[src/rtl/lr_predict_pkg.sv]
// lr_predict_pkg: Q-format constants and FSM state encoding for lr_predict.
package lr_predict_pkg;
   localparam int WIDTH = 32;
   localparam int FRACTION = 16;
   localparam logic [WIDTH-1:0] Q_ONE = 32'h0001_0000;
   localparam logic [WIDTH-1:0] Q_MAX = 32'h7FFF_FFFF;
   localparam logic [WIDTH-1:0] Q_MIN = 32'h8000_0000;
   typedef enum logic [1:0] {
      IDLE = 2'd0,
      MAC  = 2'd1,
      DONE = 2'd2
   } state_e;
endpackage

[src/rtl/lr_predict_if.sv]
// lr_predict_if: operand/result valid-ready bus; master drives operands, slave produces y_hat.
interface lr_predict_if #(
   parameter int N_FEATURES = 8,
   parameter int WIDTH = 32
);
   logic                          in_valid;
   logic                          in_ready;
   logic [N_FEATURES*WIDTH-1:0]   x_flat;
   logic [N_FEATURES*WIDTH-1:0]   w_flat;
   logic [WIDTH-1:0]              b_in;
   logic                          out_valid;
   logic                          out_ready;
   logic [WIDTH-1:0]              y_hat;
   logic                          sat_o;
   modport master (
      output in_valid, x_flat, w_flat, b_in, out_ready,
      input  in_ready, out_valid, y_hat, sat_o
   );
   modport slave (
      input  in_valid, x_flat, w_flat, b_in, out_ready,
      output in_ready, out_valid, y_hat, sat_o
   );
endinterface

[src/rtl/lr_predict_mac.sv]
// lr_predict_mac: combinational single MAC step acc + w*x with saturation.
// LR_PREDICT_WIDE_ACC_EN selects an unsaturated wide accumulator with one final clamp.
module lr_predict_mac #(
   parameter int WIDTH = 32,
   parameter int FRACTION = 16,
   parameter int AW = 32
) (
   input  logic signed [AW-1:0]    acc_i,
   input  logic signed [WIDTH-1:0] w_i,
   input  logic signed [WIDTH-1:0] x_i,
   output logic signed [AW-1:0]    acc_o,
   output logic [WIDTH-1:0]        y_o,
   output logic                    sat_o
);
   localparam logic [WIDTH-1:0] S_MAX = {1'b0, {(WIDTH-1){1'b1}}};
   localparam logic [WIDTH-1:0] S_MIN = ~S_MAX;
   logic signed [2*WIDTH-1:0] prod;
   assign prod = w_i * x_i;
`ifdef LR_PREDICT_WIDE_ACC_EN
   logic signed [AW-1:0] sh;
   assign acc_o = acc_i + {{(AW-2*WIDTH){prod[2*WIDTH-1]}}, prod};
   assign sh = acc_o >>> FRACTION;
   assign sat_o = !(&sh[AW-1:WIDTH-1] || !(|sh[AW-1:WIDTH-1]));
   assign y_o = sat_o ? (sh[AW-1] ? S_MIN : S_MAX) : sh[WIDTH-1:0];
`else
   logic signed [2*WIDTH-1:0] sh;
   logic [WIDTH-1:0] m;
   logic [WIDTH:0] s;
   logic msat, asat;
   assign sh = prod >>> FRACTION;
   assign msat = !(&sh[2*WIDTH-1:WIDTH-1] || !(|sh[2*WIDTH-1:WIDTH-1]));
   assign m = msat ? (sh[2*WIDTH-1] ? S_MIN : S_MAX) : sh[WIDTH-1:0];
   // one guard bit: overflow iff the two top bits of the sum disagree
   assign s = {acc_i[WIDTH-1], acc_i} + {m[WIDTH-1], m};
   assign asat = s[WIDTH] ^ s[WIDTH-1];
   assign acc_o = asat ? (s[WIDTH] ? S_MIN : S_MAX) : s[WIDTH-1:0];
   assign y_o = acc_o;
   assign sat_o = msat | asat;
`endif
endmodule

[src/rtl/lr_predict.sv]
// lr_predict: serial forward pass y_hat = b + sum(w_i*x_i), one feature per cycle.
// LR_PREDICT_WIDE_ACC_EN: wide accumulator, saturation applied once at the end.
module lr_predict #(
   parameter int N_FEATURES = 8,
   parameter int WIDTH = lr_predict_pkg::WIDTH,
   parameter int FRACTION = lr_predict_pkg::FRACTION
) (
   input logic         clk,
   input logic         rst,
   lr_predict_if.slave bus
);
   import lr_predict_pkg::*;
   localparam int IW = N_FEATURES > 1 ? $clog2(N_FEATURES) : 1;
`ifdef LR_PREDICT_WIDE_ACC_EN
   localparam int AW = 2*WIDTH + $clog2(N_FEATURES) + 1;
`else
   localparam int AW = WIDTH;
`endif
   state_e state_q, state_d;
   logic [IW-1:0] idx_q, idx_d;
   logic [AW-1:0] acc_q, acc_d, acc_init, mac_acc;
   logic [WIDTH-1:0] x_q [N_FEATURES];
   logic [WIDTH-1:0] x_d [N_FEATURES];
   logic [WIDTH-1:0] w_q [N_FEATURES];
   logic [WIDTH-1:0] w_d [N_FEATURES];
   logic [WIDTH-1:0] y_q, y_d, mac_y;
   logic sat_q, sat_d, sat_acc_q, sat_acc_d, mac_sat, sat_step, accept, last;
   lr_predict_mac #(.WIDTH(WIDTH), .FRACTION(FRACTION), .AW(AW)) u_mac (
      .acc_i(acc_q),
      .w_i(w_q[idx_q]),
      .x_i(x_q[idx_q]),
      .acc_o(mac_acc),
      .y_o(mac_y),
      .sat_o(mac_sat)
   );
`ifdef LR_PREDICT_WIDE_ACC_EN
   assign acc_init = {{(AW-WIDTH){bus.b_in[WIDTH-1]}}, bus.b_in} << FRACTION;
   assign sat_step = mac_sat;
`else
   assign acc_init = bus.b_in;
   assign sat_step = sat_acc_q | mac_sat;
`endif
   assign bus.in_ready = state_q == IDLE || (state_q == DONE && bus.out_ready);
   assign bus.out_valid = state_q == DONE;
   assign bus.y_hat = y_q;
   assign bus.sat_o = sat_q;
   assign accept = bus.in_valid && bus.in_ready;
   assign last = idx_q == IW'(N_FEATURES - 1);
   always_comb begin
      state_d = state_q;
      idx_d = idx_q;
      acc_d = acc_q;
      x_d = x_q;
      w_d = w_q;
      y_d = y_q;
      sat_d = sat_q;
      sat_acc_d = sat_acc_q;
      if (state_q == MAC) begin
         acc_d = mac_acc;
         sat_acc_d = sat_step;
         idx_d = last ? '0 : idx_q + 1'b1;
         state_d = last ? DONE : MAC;
         y_d = last ? mac_y : y_q;
         sat_d = last ? sat_step : sat_q;
      end else if (state_q == DONE && bus.out_ready) begin
         state_d = IDLE;
      end
      // a transfer and a new accept may share the same edge
      if (accept) begin
         state_d = MAC;
         idx_d = '0;
         acc_d = acc_init;
         sat_acc_d = 1'b0;
         for (int i = 0; i < N_FEATURES; i++) begin
            x_d[i] = bus.x_flat[i*WIDTH +: WIDTH];
            w_d[i] = bus.w_flat[i*WIDTH +: WIDTH];
         end
      end
   end
   always_ff @(posedge clk) begin
      if (rst) begin
         state_q <= IDLE;
         idx_q <= '0;
         acc_q <= '0;
         x_q <= '{default: '0};
         w_q <= '{default: '0};
         y_q <= '0;
         sat_q <= 1'b0;
         sat_acc_q <= 1'b0;
      end else begin
         state_q <= state_d;
         idx_q <= idx_d;
         acc_q <= acc_d;
         x_q <= x_d;
         w_q <= w_d;
         y_q <= y_d;
         sat_q <= sat_d;
         sat_acc_q <= sat_acc_d;
      end
   end
endmodule

[src/flat_wrapper.sv]
// flat-port wrapper written by rule: the top's interface ports become plain ports
module lr_predict_flat import lr_predict_pkg::*;
#(
   parameter int N_FEATURES = 8,
   parameter int WIDTH = lr_predict_pkg::WIDTH,
   parameter int FRACTION = lr_predict_pkg::FRACTION
)
  (clk, rst, bus_in_valid, bus_x_flat, bus_w_flat, bus_b_in, bus_out_ready, bus_in_ready, bus_out_valid, bus_y_hat, bus_sat_o);
  lr_predict_if #(.N_FEATURES(N_FEATURES), .WIDTH(WIDTH)) bus_i ();
  input logic clk;
  input logic rst;
  input wire logic [$bits(bus_i.in_valid)-1:0] bus_in_valid;
  input wire logic [$bits(bus_i.x_flat)-1:0] bus_x_flat;
  input wire logic [$bits(bus_i.w_flat)-1:0] bus_w_flat;
  input wire logic [$bits(bus_i.b_in)-1:0] bus_b_in;
  input wire logic [$bits(bus_i.out_ready)-1:0] bus_out_ready;
  output wire logic [$bits(bus_i.in_ready)-1:0] bus_in_ready;
  output wire logic [$bits(bus_i.out_valid)-1:0] bus_out_valid;
  output wire logic [$bits(bus_i.y_hat)-1:0] bus_y_hat;
  output wire logic [$bits(bus_i.sat_o)-1:0] bus_sat_o;
  assign bus_i.in_valid = bus_in_valid;
  assign bus_i.x_flat = bus_x_flat;
  assign bus_i.w_flat = bus_w_flat;
  assign bus_i.b_in = bus_b_in;
  assign bus_i.out_ready = bus_out_ready;
  assign bus_in_ready = bus_i.in_ready;
  assign bus_out_valid = bus_i.out_valid;
  assign bus_y_hat = bus_i.y_hat;
  assign bus_sat_o = bus_i.sat_o;
  lr_predict #(.N_FEATURES(N_FEATURES), .WIDTH(WIDTH), .FRACTION(FRACTION)) u_core (.clk(clk), .rst(rst), .bus(bus_i));
endmodule
[config.mk]
export PLATFORM = sky130hd
export DESIGN_NAME = lr_predict_flat
export DESIGN_NICKNAME = d
export VERILOG_FILES = /design/src/rtl/lr_predict_pkg.sv /design/src/rtl/lr_predict_if.sv /design/src/rtl/lr_predict_mac.sv /design/src/rtl/lr_predict.sv /design/src/flat_wrapper.sv
export SDC_FILE = /design/constraint.sdc
export NUM_CORES = 2
export LEC_CHECK = 0
export CAP_MARGIN = 25
export CORE_MARGIN = 2
export CORE_UTILIZATION = 45
export DETAILED_ROUTE_END_ITERATION = 7
export PLACE_DENSITY = 0.62
export SYNTH_ARGS = -nofsm -noshare
export SYNTH_HDL_FRONTEND = slang
export SYNTH_HIERARCHICAL = 1
export SYNTH_SLANG_ARGS = --single-unit
[constraint.sdc]
create_clock -name clk -period 16.1 [get_ports clk]
set_clock_uncertainty 0.2 [all_clocks]
set_input_delay 4.025 -clock clk [delete_from_list [all_inputs] [get_ports clk]]
set_output_delay 4.025 -clock clk [all_outputs]
set_load 0.1 [all_outputs]
Word-level counts from Yosys, hierarchy flattened

Cells that the tools add are included.

$add $sub $neg: 2
Multipliers: 1
Magnitude comparators: 1
Equal/unequal tests: 3
Muxes and demuxes: 17
Bitwise operators: 4
Reductions and logical operators: 14

Operator list:

| operator                                      | number |
|---|---|
| two-way mux 32 bit                            | 10 |
| binary-select mux 32 bit (select 3 bit)       | 2 |
| multiplier 32 x 32 -> 64 bit                  | 1 |
| adder 32 x 32 -> 33 bit                       | 1 |
| AND reduction 17 bit                          | 1 |
| OR reduction 17 bit                           | 1 |
| two-way mux 2 bit                             | 3 |
| >= comparator 4 bit, second input constant    | 1 |
| NOT 3 -> 4 bit                                | 1 |
| nonzero test 2 bit                            | 2 |
| adder 3 x 1 -> 3 bit, second input constant   | 1 |
| == test 3 bit, second input constant          | 1 |
| two-way mux 3 bit                             | 1 |
| nonzero test 3 bit                            | 1 |
| == test 2 x 1 -> 1 bit, second input constant | 1 |
| == test 2 bit, second input constant          | 1 |
| logical AND 1 bit                             | 2 |
| logical NOT 1 bit                             | 2 |
| logical NOT 2 bit                             | 1 |
| logical OR 1 bit                              | 2 |
| OR 1 bit                                      | 2 |
| AND reduction 2 bit                           | 1 |
| OR reduction 2 bit                            | 1 |
| two-way mux 1 bit                             | 1 |
| XOR 1 bit                                     | 1 |

Flip-flop bits (word level): 583
Bits of input ports: 548
Word-level logic and storage cells: 65

Logic depth before layout (Yosys ltp)

Depth after elaboration: 14
Gate-level depth with buffers: 53
Mapped depth without buffers: 46

Modules after synthesis

The synthesis kept the hierarchy.

Modules (own cells, without submodules):

| module         | times used | cells each | area an instance (µm²) | sequential area each (µm²) |
|---|---|---|---|---|
| lr_predict_mac | 1          | 4214       | 38780.9                | 0.0 |
| lr_predict     | 1          | 2884       | 25663.4                | 11671.2 |

Worst setup path before layout

No wires, ideal clock.

Path kind: register to register
From: reg u_core.idx_q[0]
To: reg u_core.y_q[13], in the netlist u_core/bus.y_hat[13]
Data arrival time: 12.847 ns
Data required time: 15.768 ns
Setup slack: 2.921 ns
Stages on the path, launching flop included: 51
Period minus slack after synthesis: 13.179 ns
Cell sequence: dfxtp_1 > clkbuf_1 > buf_6 > buf_6 > mux4_2 > mux2_2 > clkbuf_1 > nand2_1 > inv_1 > fa_1 > fa_1 > fa_1 > inv_1 > fa_1 > inv_1 > fa_1 > fa_1 > inv_1 > (+15 left out) > buf_6 > a21o_1 > ha_1 > fa_1 > a21o_1 > a21o_1 > a21oi_1 > o21ai_0 > a21oi_1 > o32ai_1 > o21a_1 > a311oi_1 > a221oi_2 > clkbuf_1 > maj3_1 > buf_4 > nand2_1 > a21oi_1

Word-level cells in the longest chain between the ends: 12
Elaborated cells between the ends (all ways): 20
Classes of those cells: add/sub (1); mul (1); eq/ne (1); mux (10); bitwise (2); reduce/logical (5)

RTL lines:

| item                                                       | line                                       | RTL |
|---|---|---|
| start: declaration                                         | lr_predict.sv:20                           | `logic [IW-1:0] idx_q, idx_d;` |
| start signal: assignment                                   | lr_predict.sv:92                           | `idx_q <= idx_d;` |
| NOT 3 -> 4 bit (implied by the code) (*)                   | lr_predict.sv:30, lr_predict.sv:31         |  |
| binary-select mux 32 bit (select 3 bit) (on tied branches) | lr_predict.sv:30, lr_predict.sv:31         |  |
| two-way mux 32 bit (on tied branches) (2 in series)        | lr_predict.sv:30, lr_predict.sv:31         |  |
| multiplier 32 x 32 -> 64 bit (*)                           | lr_predict_mac.sv:18                       | `assign prod = w_i * x_i;` |
| OR reduction 17 bit                                        | lr_predict_mac.sv:31                       | `assign msat = !(&sh[2*WIDTH-1:WIDTH-1] \|\| !(\|sh[2*WIDTH-1:WIDTH-1]));` |
| logical NOT 1 bit                                          | lr_predict_mac.sv:31                       |  |
| logical OR 1 bit                                           | lr_predict_mac.sv:31                       |  |
| two-way mux 32 bit (*)                                     | lr_predict_mac.sv:32                       | `assign m = msat ? (sh[2*WIDTH-1] ? S_MIN : S_MAX) : sh[WIDTH-1:0];` |
| adder 32 x 32 -> 33 bit (*)                                | lr_predict_mac.sv:34                       | `assign s = {acc_i[WIDTH-1], acc_i} + {m[WIDTH-1], m};` |
| two-way mux 32 bit or XOR 1 bit (tied branches)            | lr_predict_mac.sv:36, lr_predict_mac.sv:35 |  |
| two-way mux 32 bit (*)                                     | lr_predict_mac.sv:36                       | `assign acc_o = asat ? (s[WIDTH] ? S_MIN : S_MAX) : s[WIDTH-1:0];` |
| net u_core.mac_acc[13]                                     | lr_predict.sv:21                           | `logic [AW-1:0] acc_q, acc_d, acc_init, mac_acc;` |
| end signal: assignment                                     | lr_predict.sv:96                           | `y_q <= y_d;` |
| end: declaration                                           | lr_predict.sv:26                           | `logic [WIDTH-1:0] y_q, y_d, mac_y;` |

The timed path passes the listed nets; every way through them passes the cells marked *. The select of a mux whose other input is x is not followed.
A chain may end at the register's enable or synchronous reset.

Worst setup path after layout

From: reg u_core.idx_q[0]
To: reg u_core.acc_q[3]

Word-level cells in the longest chain between the ends: 14
Elaborated cells between the ends (all ways): 20
Classes of those cells: add/sub (1); mul (1); mux (12); bitwise (2); reduce/logical (4)

RTL lines:

| item                                                       | line                                       | RTL |
|---|---|---|
| NOT 3 -> 4 bit (implied by the code) (*)                   | lr_predict.sv:30, lr_predict.sv:31         |  |
| binary-select mux 32 bit (select 3 bit) (on tied branches) | lr_predict.sv:30, lr_predict.sv:31         |  |
| two-way mux 32 bit (on tied branches) (2 in series)        | lr_predict.sv:30, lr_predict.sv:31         |  |
| multiplier 32 x 32 -> 64 bit (*)                           | lr_predict_mac.sv:18                       |  |
| OR reduction 17 bit                                        | lr_predict_mac.sv:31                       |  |
| logical NOT 1 bit                                          | lr_predict_mac.sv:31                       |  |
| logical OR 1 bit                                           | lr_predict_mac.sv:31                       |  |
| two-way mux 32 bit (*)                                     | lr_predict_mac.sv:32                       |  |
| adder 32 x 32 -> 33 bit (*)                                | lr_predict_mac.sv:34                       |  |
| two-way mux 32 bit or XOR 1 bit (tied branches)            | lr_predict_mac.sv:36, lr_predict_mac.sv:35 |  |
| two-way mux 32 bit (*)                                     | lr_predict_mac.sv:36                       |  |
| net u_core.mac_acc[3]                                      | lr_predict.sv:21                           |  |
| two-way mux 32 bit (*)                                     | lr_predict.sv:58                           | `if (state_q == MAC) begin` |
| two-way mux 32 bit (*)                                     | lr_predict.sv:69                           | `if (accept) begin` |
| end signal: assignment                                     | lr_predict.sv:84                           | `acc_q <= '0;` |
| end signal: assignment                                     | lr_predict.sv:93                           | `acc_q <= acc_d;` |
| end: declaration                                           | lr_predict.sv:21                           |  |

Marks and branches as above.

==> flow_summary.ini <==
[route]
ant_nets = 0
first_pass_iters = 5
drc_errors = 0
via_per_inst = 5.79
dr.first_iter.drc_count = 5317
routed_wl_um = 233000
wl_per_cell_um = 25.3
via_count = 53200

[timing]
relSlewSlack = 0.122
drv_slew = 0
finalSetupViolations = 0
max_freq_ghz = 0.0668
hold_viol_final = 0
rsz0062_at_grt = no
setup_tns_ps = 0
fin_crit_ps = 14970
tightest_slew_ps = 1320
period_share = 0.930

[synth]
synthesis.nets = 8942
synth_warnings = 6
synth_cells = 7098
ys_ff_latch = 583
ys_async_sr_fraction = 0
syn_area_um2 = 64400
synth_edf_count = 0
synthDistinctLibCells = 100
avgSynthCellArea_um2 = 9.08
ys_seq_area_frac = 0.181
ys.flop_type = dfxtp_1

[pwr]
ir_drop_uv = 163
p_per_area_nw_per_um2 = 112
cellLeakagePower_nw = 31.7

[setup_path]
slowest_delay_ps = 620
crit_fanout = 27
cp_common_cell = fa_1
cp_slowest_cell = dfxtp_4
cp-start-kind = flip-flop
crit_type = reg -> reg
end_kind = flip-flop
critPathArrivalTime_ps = 15320
critical_path_required_ps = 16440

[floorplan]
die_x_um = 382
die_area_um2 = 146000
io_pins = 583
fp.coreArea_um2 = 142000
rows = 138
die_y_um = 382
start_util = 0.454

[global_routing]
grt_pass1_wl_um = 353000
grt_overflow = 0
grt_usage = 0.319
grt_pass1_vias = 55800
antenna_found_initial = 29
grt_start_max_net_pins = 268

[layout]
fin_nets = 9091
multiInputGateArea_um2 = 46500
fin_util = 0.517
ff_latch_area_um2 = 11700
drive_above_1_share = 0.0647
fillCellCount = 13300
mostFrequentLayoutCells = fa_1 (1,081), inv_1 (975), a21oi_1 (672)
final_common_cell = fa_1
area.growth.synth_to_final_pct = 13.9

[placed_design]
port_buffers = 582
dp_hpwl_um = 180000
place_congestion = 0.953

[clock_tree]
cts_tree = built
htreeDepth = 2
cts_made_buffers = 59
cts_buffer_depth = 3
hold_buffers = 0
clk-insertion-delay-late_ps = 700
cts.sinks = 583
clockRootBuffer = clkbuf_16
clkTransAtPathRegs_ps = 60

[worst_hold_path]
hold_class = reg -> reg

[flow_run]
maxCapViolCount = 0

[run_status]
outcome = finished clean
## per-layer routing
| metal | GRT usage | vias to the layer above | wire (µm) |
|---|---|---|---|
| met1 | 0.421 | 27400 | 94800 |
| met5 | 0 | - | 127 |
| li1 | - | 23200 | - |
| met4 | 0.126 | 18 | 10500 |
| met3 | 0.0520 | 406 | 17000 |
| met2 | 0.523 | 2241 | 111000 |
## logic make-up (layout without fill, tap and decap cells)
family / after synthesis / after routing / share of synthesized area
other: 0 / 17 / 0
AND/OR/NAND/NOR: 1867 / 1867 / 0.145
flip-flops: 583 / 583 / 0.181
buffers and inverters: 1583 / 1781 / 0.0982
multiplexers: 201 / 201 / 0.0574
AO/OA/AOI/OAI: 1479 / 1479 / 0.128
adder cells (fa/ha/maj): 1304 / 1304 / 0.379
XOR/XNOR: 81 / 81 / 0.0111
## sequential cells by signal (all words and copies together) (netlist names)
register / cells
u_core/sat_acc_q: 1
u_core/bus.y_hat: 32
u_core/idx_q: 3
u_core/state_q: 2
u_core/w_q: 256
u_core/x_q: 256
u_core/acc_q: 32
u_core/bus.sat_o: 1
## stage by stage
stage	hold slack, ps	total power, mW	instances	setup slack (ps)	instance area (µm²)
2_1_floorplan	251	5.56	7098	2920	64400
3_3_place_gp	247	6.62	9069	436	71000
3_5_place_dp	253	6.61	9074	772	71100
4_1_cts	264	8.17	9184	739	73300
5_1_grt	282	8.80	9196	23.2	73400
6_report	259	8.24	9203	1130	73400
## path summary, 6_finish.rpt
check | cells after the start | end | startpoint | slack [ps]
max reg2reg | 50 | u_core/acc_q[3]$_SDFFE_PP0P_ | u_core/idx_q[0]$_SDFFE_PP0P_ | 1130
max | 50 | u_core/acc_q[3]$_SDFFE_PP0P_ | u_core/idx_q[0]$_SDFFE_PP0P_ | 1130
min reg2reg | 2 | u_core/bus.y_hat[21]$_SDFFE_PP0P_ | u_core/bus.y_hat[21]$_SDFFE_PP0P_ | 260
min | 2 | u_core/bus.y_hat[21]$_SDFFE_PP0P_ | u_core/bus.y_hat[21]$_SDFFE_PP0P_ | 260
## cell usage after synthesis, drive strengths merged (5+ instances only)
cell,number,area (µm²)
dfxtp,583,11700
fa,1082,21700
nor4,6,58.8
a31oi,7,50.1
ha,214,2680
o21a,18,135
nand2,619,2330
or2,5,31.3
a21oi,674,3380
and3,9,56.3
mux4,128,2880
xnor2,51,447
nor2,83,312
a31o,5,43.8
a21o,52,392
nand4,26,169
buf,107,703
nand3,524,2620
o211ai,11,97.6
a41oi,5,51.3
nor3,26,141
o21ai,585,2930
xor2,30,270
maj3,8,80.1
clkbuf,501,1970
inv,975,3660
mux2,68,766
a211oi,14,115
o21bai,21,158
nor2b,8,50.1
nand2b,18,113
mux2i,5,50.1
o31ai,6,45.0
a21boi,6,45.1
or3,6,38.8
a311oi,6,58.8
and2,519,3250
o221a,34,383
## power by group
group	leakage, nW	switching [mW]	total, mW	internal, mW
clock	1.07	0.642	1.55	0.903
sequential	4.79	0.0845	1.64	1.56
combinational	25.9	3.15	5.05	1.90
## critical path: cells and delay by family (launching register included)
family          cells  cell delay [ps]
compound gates     21             4540
simple gates        3              660
xor+xnor            1              450
flops               1              620
buf+inv            12             2090
mux                 2             1040
fa+ha+maj          11             5210
## timing repair
item / CTS / global route
resized for setup: 0 / 3
endpoints found under the hold margin: 0 / 0
setup buffers: 0 / 0
endpoints found under the setup margin: 0 / 14
## area by class of cell
class,instances,share of cell area
repair buffers,696,0.0948
flip-flops and latches,583,0.159
clock buffers,88,0.0245
inverters,975,0.0499
well taps,1890,0.0322
multi-input cells,4932,0.634
diodes,17,0.000580
clock inverters,22,0.00540
Note: power is estimated with default switching activity, not from simulation.
